<file path="config.mk">
export PLATFORM = sky130hd
export DESIGN_NAME = control_unit
export DESIGN_NICKNAME = d
export VERILOG_FILES = /design/src/rtl/control_unit.sv
export SDC_FILE = /design/constraint.sdc
export NUM_CORES = 1
export LEC_CHECK = 0
export CAP_MARGIN = 0
export CORE_MARGIN = 3
export CORE_UTILIZATION = 44
export CTS_BUF_LIST = sky130_fd_sc_hd__clkbuf_2 sky130_fd_sc_hd__clkbuf_4 sky130_fd_sc_hd__clkbuf_8
export CTS_CLUSTER_DIAMETER = 120
export DETAILED_ROUTE_END_ITERATION = 7
export GPL_ROUTABILITY_DRIVEN = 0
export PLACE_DENSITY_LB_ADDON = 0.25
export REMOVE_ABC_BUFFERS = 1
export SETUP_SLACK_MARGIN = 0.02
export SYNTH_ARGS = -nofsm -noshare
export SYNTH_HDL_FRONTEND = slang
export SYNTH_SLANG_ARGS = --single-unit
</file>
<file path="constraint.sdc">
create_clock -name clk -period 2.5 [get_ports clk]
set_clock_uncertainty 0.2 [all_clocks]
set_input_delay 0.25 -clock clk [delete_from_list [all_inputs] [get_ports clk]]
set_output_delay 0.25 -clock clk [all_outputs]
set_load 0.02 [all_outputs]
</file>
<file path="src/rtl/control_unit.sv">
// control_unit: multicycle MIPS-subset controller; one FSM state per cycle,
// with datapath selects and write enables decoded from the state and the IR fields.
module control_unit (
  input  logic       clk,
  input  logic       reset,
  input  logic [5:0] opcode,
  input  logic [5:0] funct,
  input  logic       Overflow,
  input  logic       Menor,
  input  logic       flag_eq,
  output logic       PC_write,
  output logic       A_write,
  output logic       B_write,
  output logic       EPC_write,
  output logic       HI_write,
  output logic       LO_write,
  output logic       FlagRegWrite,
  output logic       IRWrite,
  output logic       RegWrite,
  output logic       MemWrite,
  output logic [2:0] Seletor,
  output logic       seletor_ulaA,
  output logic [1:0] seletor_ulaB,
  output logic [2:0] ShiftOP,
  output logic       SrInputSrc,
  output logic [1:0] SrNSrc,
  output logic [2:0] RegDst,
  output logic [3:0] MemtoReg,
  output logic [1:0] PCSource,
  output logic [1:0] IorD,
  output logic [4:0] state
);
  typedef enum logic [4:0] {
    S_RST, S_F1, S_F2, S_F3, S_DEC, S_EXEC, S_SH1, S_SH2, S_SH3,
    S_BR1, S_BR2, S_LW1, S_LW2, S_LW3, S_SW, S_EXC1, S_EXC2, S_EXC3
  } state_t;
  state_t state_q, state_d;
  logic   cause_q, cause_d;
  logic   unused;
  assign unused = Menor;
  logic r, is_add, is_sub, is_and, is_slt, is_sll, is_srl, is_sra, is_mfhi, is_mflo, is_jr;
  logic is_addi, is_beq, is_bne, is_lw, is_sw, is_lui, is_j, is_jal, is_exec, trap;
  assign r       = opcode == 6'h00;
  assign is_add  = r && funct == 6'h20;
  assign is_sub  = r && funct == 6'h22;
  assign is_and  = r && funct == 6'h24;
  assign is_slt  = r && funct == 6'h2a;
  assign is_sll  = r && funct == 6'h00;
  assign is_srl  = r && funct == 6'h02;
  assign is_sra  = r && funct == 6'h03;
  assign is_mfhi = r && funct == 6'h10;
  assign is_mflo = r && funct == 6'h12;
  assign is_jr   = r && funct == 6'h08;
  assign is_addi = opcode == 6'h08;
  assign is_beq  = opcode == 6'h04;
  assign is_bne  = opcode == 6'h05;
  assign is_lw   = opcode == 6'h23;
  assign is_sw   = opcode == 6'h2b;
  assign is_lui  = opcode == 6'h0f;
  assign is_j    = opcode == 6'h02;
  assign is_jal  = opcode == 6'h03;
  assign is_exec = is_add | is_sub | is_and | is_slt | is_mfhi | is_mflo | is_jr
                 | is_addi | is_lui | is_j | is_jal;
  // and is excluded: only signed arithmetic traps on overflow
  assign trap    = Overflow & (is_add | is_sub | is_addi);
  assign state   = state_q;
  always_comb begin
    state_d = state_q;
    cause_d = cause_q;
    PC_write = 1'b0; A_write = 1'b0; B_write = 1'b0; EPC_write = 1'b0;
    HI_write = 1'b0; LO_write = 1'b0; FlagRegWrite = 1'b0; IRWrite = 1'b0;
    RegWrite = 1'b0; MemWrite = 1'b0;
    Seletor = 3'b000; seletor_ulaA = 1'b0; seletor_ulaB = 2'b00;
    ShiftOP = 3'b000; SrInputSrc = 1'b0; SrNSrc = 2'b00;
    RegDst = 3'b000; MemtoReg = 4'b0000; PCSource = 2'b00; IorD = 2'b00;
    case (state_q)
      S_RST: state_d = S_F1;
      S_F1, S_F2, S_F3: begin
        seletor_ulaB = 2'b01;
        Seletor = 3'b001;
        IRWrite = state_q == S_F3;
        PC_write = state_q == S_F3;
        state_d = state_q == S_F1 ? S_F2 : state_q == S_F2 ? S_F3 : S_DEC;
      end
      S_DEC: begin
        A_write = 1'b1;
        B_write = 1'b1;
        state_d = (is_sll | is_srl | is_sra) ? S_SH1 : (is_beq | is_bne) ? S_BR1 :
                  is_lw ? S_LW1 : is_sw ? S_SW : is_exec ? S_EXEC : S_EXC1;
        cause_d = (is_sll | is_srl | is_sra | is_beq | is_bne | is_lw | is_sw | is_exec) ? cause_q : 1'b0;
      end
      S_EXEC: begin
        seletor_ulaA = is_add | is_sub | is_and | is_slt | is_jr | is_addi;
        seletor_ulaB = is_addi ? 2'b10 : 2'b00;
        Seletor = (is_add | is_addi) ? 3'b001 : is_sub ? 3'b010 : is_and ? 3'b011 :
                  is_slt ? 3'b111 : 3'b000;
        RegDst = (is_add | is_sub | is_and | is_slt | is_mfhi | is_mflo) ? 3'b001 :
                 is_jal ? 3'b010 : 3'b000;
        MemtoReg = is_slt ? 4'b0110 : is_mfhi ? 4'b0010 : is_mflo ? 4'b0011 :
                   is_lui ? 4'b0101 : is_jal ? 4'b0111 : 4'b0000;
        RegWrite = !trap && !(is_jr | is_j);
        PC_write = is_jr | is_j | is_jal;
        PCSource = (is_j | is_jal) ? 2'b01 : 2'b00;
        state_d = trap ? S_EXC1 : S_F1;
        cause_d = trap ? 1'b1 : cause_q;
      end
      S_SH1: begin
        ShiftOP = 3'b001;
        state_d = S_SH2;
      end
      S_SH2: begin
        ShiftOP = is_sll ? 3'b010 : is_srl ? 3'b011 : 3'b100;
        state_d = S_SH3;
      end
      S_SH3: begin
        RegWrite = 1'b1;
        RegDst = 3'b001;
        MemtoReg = 4'b0100;
        state_d = S_F1;
      end
      S_BR1: begin
        seletor_ulaA = 1'b1;
        Seletor = 3'b111;
        FlagRegWrite = 1'b1;
        state_d = S_BR2;
      end
      S_BR2: begin
        seletor_ulaB = 2'b11;
        Seletor = 3'b001;
        PC_write = is_beq ? flag_eq : !flag_eq;
        state_d = S_F1;
      end
      S_LW1, S_LW2, S_LW3, S_SW: begin
        seletor_ulaA = 1'b1;
        seletor_ulaB = 2'b10;
        Seletor = 3'b001;
        IorD = 2'b01;
        MemWrite = state_q == S_SW;
        RegWrite = state_q == S_LW3;
        MemtoReg = state_q == S_LW3 ? 4'b0001 : 4'b0000;
        state_d = state_q == S_LW1 ? S_LW2 : state_q == S_LW2 ? S_LW3 : S_F1;
      end
      S_EXC1: begin
        seletor_ulaB = 2'b01;
        Seletor = 3'b010;
        EPC_write = 1'b1;
        IorD = {1'b1, cause_q};
        state_d = S_EXC2;
      end
      S_EXC2: begin
        IorD = {1'b1, cause_q};
        state_d = S_EXC3;
      end
      S_EXC3: begin
        IorD = {1'b1, cause_q};
        PCSource = 2'b10;
        PC_write = 1'b1;
        state_d = S_F1;
      end
      default: state_d = S_RST;
    endcase
    if (!reset) begin
      PC_write = 1'b0; A_write = 1'b0; B_write = 1'b0; EPC_write = 1'b0;
      HI_write = 1'b0; LO_write = 1'b0; FlagRegWrite = 1'b0; IRWrite = 1'b0;
      RegWrite = 1'b0; MemWrite = 1'b0;
    end
  end
  always_ff @(posedge clk) begin
    if (!reset) begin
      state_q <= S_RST;
      cause_q <= 1'b0;
    end else begin
      state_q <= state_d;
      cause_q <= cause_d;
    end
  end
endmodule
</file>
==> impl_metrics.env <==
export IMPL_ios=55
export IMPL_seqPwrFrac=0.115
export IMPL_rr_worst_depth=7
export IMPL_synth_area_leaders="dfxtp_1 9.7%, a21oi_1 8.1%, nor2_1 7.6%, nand2_1 6.0%, nor2b_1 5.5%"
export IMPL_post_cts_setup_buffers=0
export IMPL_path_depth=8
export IMPL_crit_top_cell="buf_4"
export IMPL_slowest_delay_ns=0.51
export IMPL_area_growth_pct=77.3
export IMPL_p_per_area_mw_per_mm2=686
export IMPL_synth_top_family_by_area="simple AND/OR/NAND/NOR gates"
export IMPL_fin_crit_sh=0.978
export IMPL_first_pass_iters=6
export IMPL_nFillCells=164
export IMPL_slew_violations=0
export IMPL_slowest_stage="clkdlybuf4s50_1"
export IMPL_max_cap_viol_count=0
export IMPL_diodes=0
export IMPL_grt_max_degree=18
export IMPL_die_height_microns=59.1
export IMPL_synth_avg_cell_area_sq_um=6.30
export IMPL_power_mw=1.51
export IMPL_wl_met2_mm=2.44
export IMPL_rsz0062_at_grt="yes"
export IMPL_path_cells="clkdlybuf4s50_1, nor4_2, buf_4, and3_1, buf_4, a311oi_1, nor2_1, dlygate4sd2_1"
export IMPL_worstPathArrival_ns=1.99
export IMPL_min_period_ns=2.44
export IMPL_setup_worst_path_end="MemtoReg[0]"
export IMPL_p_switching_mw=0.742
export IMPL_clockBufferDepth=2
export IMPL_grt_total_usage=0.284
export IMPL_synth_area_sq_mm=0.00124
export IMPL_power_frac_clock=0.062
export IMPL_status="complete, no violations"
export IMPL_fmax_mhz=409
export IMPL_clock_latency_ns=0.25
export IMPL_hpwlAfterDp_mm=3.83
export IMPL_synthFlopType="dfxtp_1"
export IMPL_cp_num_buf_inv=4
export IMPL_drt_wirelength_per_cell_microns=15.4
export IMPL_crit_type="in -> out"
export IMPL_synth_edf_count=0
export IMPL_synth_compound_area_frac=0.310
export IMPL_die_area_sq_mm=0.00349
export IMPL_whs_ns=0.407
export IMPL_grt_pass1_vias=1693
export IMPL_critPathLaunchType="primary input"
export IMPL_synth_xor_area_frac=0.0353
export IMPL_vias=1937
export IMPL_core_area_sq_mm=0.00257
export IMPL_synth_most_common_cell="nor2_1"
export IMPL_yosysSeqAreaShare=0.0968
export IMPL_drt_met1_wl_mm=1.94
export IMPL_cp_max_fo=4
export IMPL_reg2reg_to="state[2]$_SDFF_PN0_"
export IMPL_cts_root_buf="clkbuf_4"
export IMPL_dp_cells=324
export IMPL_drt_total_wl_mm=5.02
export IMPL_clk_pin_slew_ns=0.05
export IMPL_synth_cell_type_count=54
export IMPL_finalSetupTns_ns=0
export IMPL_grt_first_pass_wirelength_mm=7.83
export IMPL_floorplan_initialDensity=0.483
export IMPL_hold_path_class="reg -> reg"
export IMPL_antenna_left=0
export IMPL_antenna_found_initial=0
export IMPL_p_comb_frac=0.823
export IMPL_min_path_cells=2
export IMPL_timing_rr_start="state[2]$_SDFF_PN0_"
export IMPL_std_cell_rows=18
export IMPL_portBuffers=46
export IMPL_tritoncts="built"
export IMPL_rrSetupSlack_ns=0.37
export IMPL_hold_buffers=0
export IMPL_irDropWorstVdd_mv=0.692
export IMPL_die_w_microns=59.1
export IMPL_synth_fa_ha_area_frac=0
export IMPL_p_leak_nw=1.05
export IMPL_required_ns=2.05
export IMPL_intPower_mw=0.769
export IMPL_synth_top_area_share=0.0968
export IMPL_yosysWarnings=0
export IMPL_syn_inst=197
export IMPL_final_nets=316
export IMPL_synth_simple_gate_area_share=0.450
export IMPL_worst_setup_path_end_kind="output port"
export IMPL_cts_sinks=6
export IMPL_hold_violations=0
export IMPL_yosys_area_top_type="dfxtp_1"
export IMPL_synthMuxAreaShare=0
export IMPL_startpoint="opcode[4]"
export IMPL_p_sw_frac=0.491
export IMPL_htreeDepth=1
export IMPL_setup_viol=0
export IMPL_avgViaCountPerCell=5.92
export IMPL_placed_cell_area_sq_mm=0.00213
export IMPL_overflow=0
export IMPL_top_layer_used="met4"
export IMPL_async_flop_share=0
export IMPL_crit_family="buffers and inverters"
export IMPL_synth_seq_cells=6
export IMPL_cts_buffers=3
export IMPL_met3_length_microns=462
export IMPL_finalNonFillerCells=327
export IMPL_postLayoutCellArea_sq_mm=0.00220
export IMPL_drt_initial_drc_count=153
export IMPL_route_detailed_drc=0
export IMPL_ys_top_cells_by_count="25 x nor2_1, 20 x a21oi_1, 20 x nand2_1"
export IMPL_drive_gt1_frac=0.306
[worst reg2reg max path: stages, from the launching register on]
cell	delay [ns]
dfxtp_1	0.39
buf_4	0.21
nor3b_1	0.28
buf_4	0.18
and3_1	0.19
nor4b_1	0.30
o211ai_1	0.16
o41ai_1	0.10
[per-stage QoR]
step           utilization  worst slack, ns
2_1_floorplan            -           -0.250
3_5_place_dp         0.831           -0.488
6_report             0.857           0.0558
5_1_grt              0.857          -0.0350
4_1_cts              0.846           0.0236
3_3_place_gp         0.831           -0.465
[metal layers]
| layer | GRT usage | vias to the layer above |
|---|---|---|
| li1 | - | 917 |
| met1 | 0.361 | 874 |
| met2 | 0.498 | 121 |
| met3 | 0.0370 | 25 |
| met4 | 0.0744 | 0 |
| met5 | 0 | - |
[power groups by stage]
stage	Sequential [mW]	Combinational [mW]	Clock [mW]
2_1_floorplan	0.297	0.473	0
3_3_place_gp	0.169	1.20	0
3_5_place_dp	0.171	1.23	0
4_1_cts	0.173	1.22	0.0930
5_1_grt	0.180	1.34	0.0994
6_report	0.174	1.24	0.0935
[cells in the final DEF, fill, tap and decap left out, drive strengths merged, types with 6 or more instances in the layout]
cell,count
nand3,7
o21ai,13
nand2,20
a31oi,6
nor3,6
dfxtp,6
conb,7
buf,70
nor2,25
dlymetal6s2s,8
clkdlybuf4s15,6
clkdlybuf4s50,16
a21oi,20
dlygate4sd2,10
nor2b,11
[layout make-up]
type / instances / area (sq um) / area share
Sequential cell: 6 / 121 / 0.0551
Multi-Input combinational cell: 173 / 1070 / 0.486
Timing Repair Buffer: 111 / 935 / 0.425
Inverter: 4 / 15.0 / 0.00682
Tap cell: 30 / 37.5 / 0.0171
Clock buffer: 3 / 22.5 / 0.0102
[timing repair]
item,in CTS,in global routing
setup endpoints to repair,19,15
pin swaps,6,1
gates resized for setup,55,20
[kinds of logic (layout without fill, tap and decap cells)]
logic type,after synthesis,count (layout)
compound gates,61,61
xor+xnor,5,5
buf+inv,24,118
flops,6,6
other cells,1,7
simple gates,100,100
[how the worst min path moves through the flow]
stage	start	to	slack [ns]
after global routing	cause_q$_SDFFE_PN0P_	cause_q$_SDFFE_PN0P_	0.44
after floorplan	reset	cause_q$_SDFFE_PN0P_	0.18
after detailed placement	cause_q$_SDFFE_PN0P_	cause_q$_SDFFE_PN0P_	0.40
final	cause_q$_SDFFE_PN0P_	cause_q$_SDFFE_PN0P_	0.41
after CTS	cause_q$_SDFFE_PN0P_	cause_q$_SDFFE_PN0P_	0.41
after global placement	cause_q$_SDFFE_PN0P_	cause_q$_SDFFE_PN0P_	0.39
[sequential cells by signal, summed over array words and instances (netlist names)]
name and count:
state 5, cause_q 1
Power figures use the tool's default switching activity.
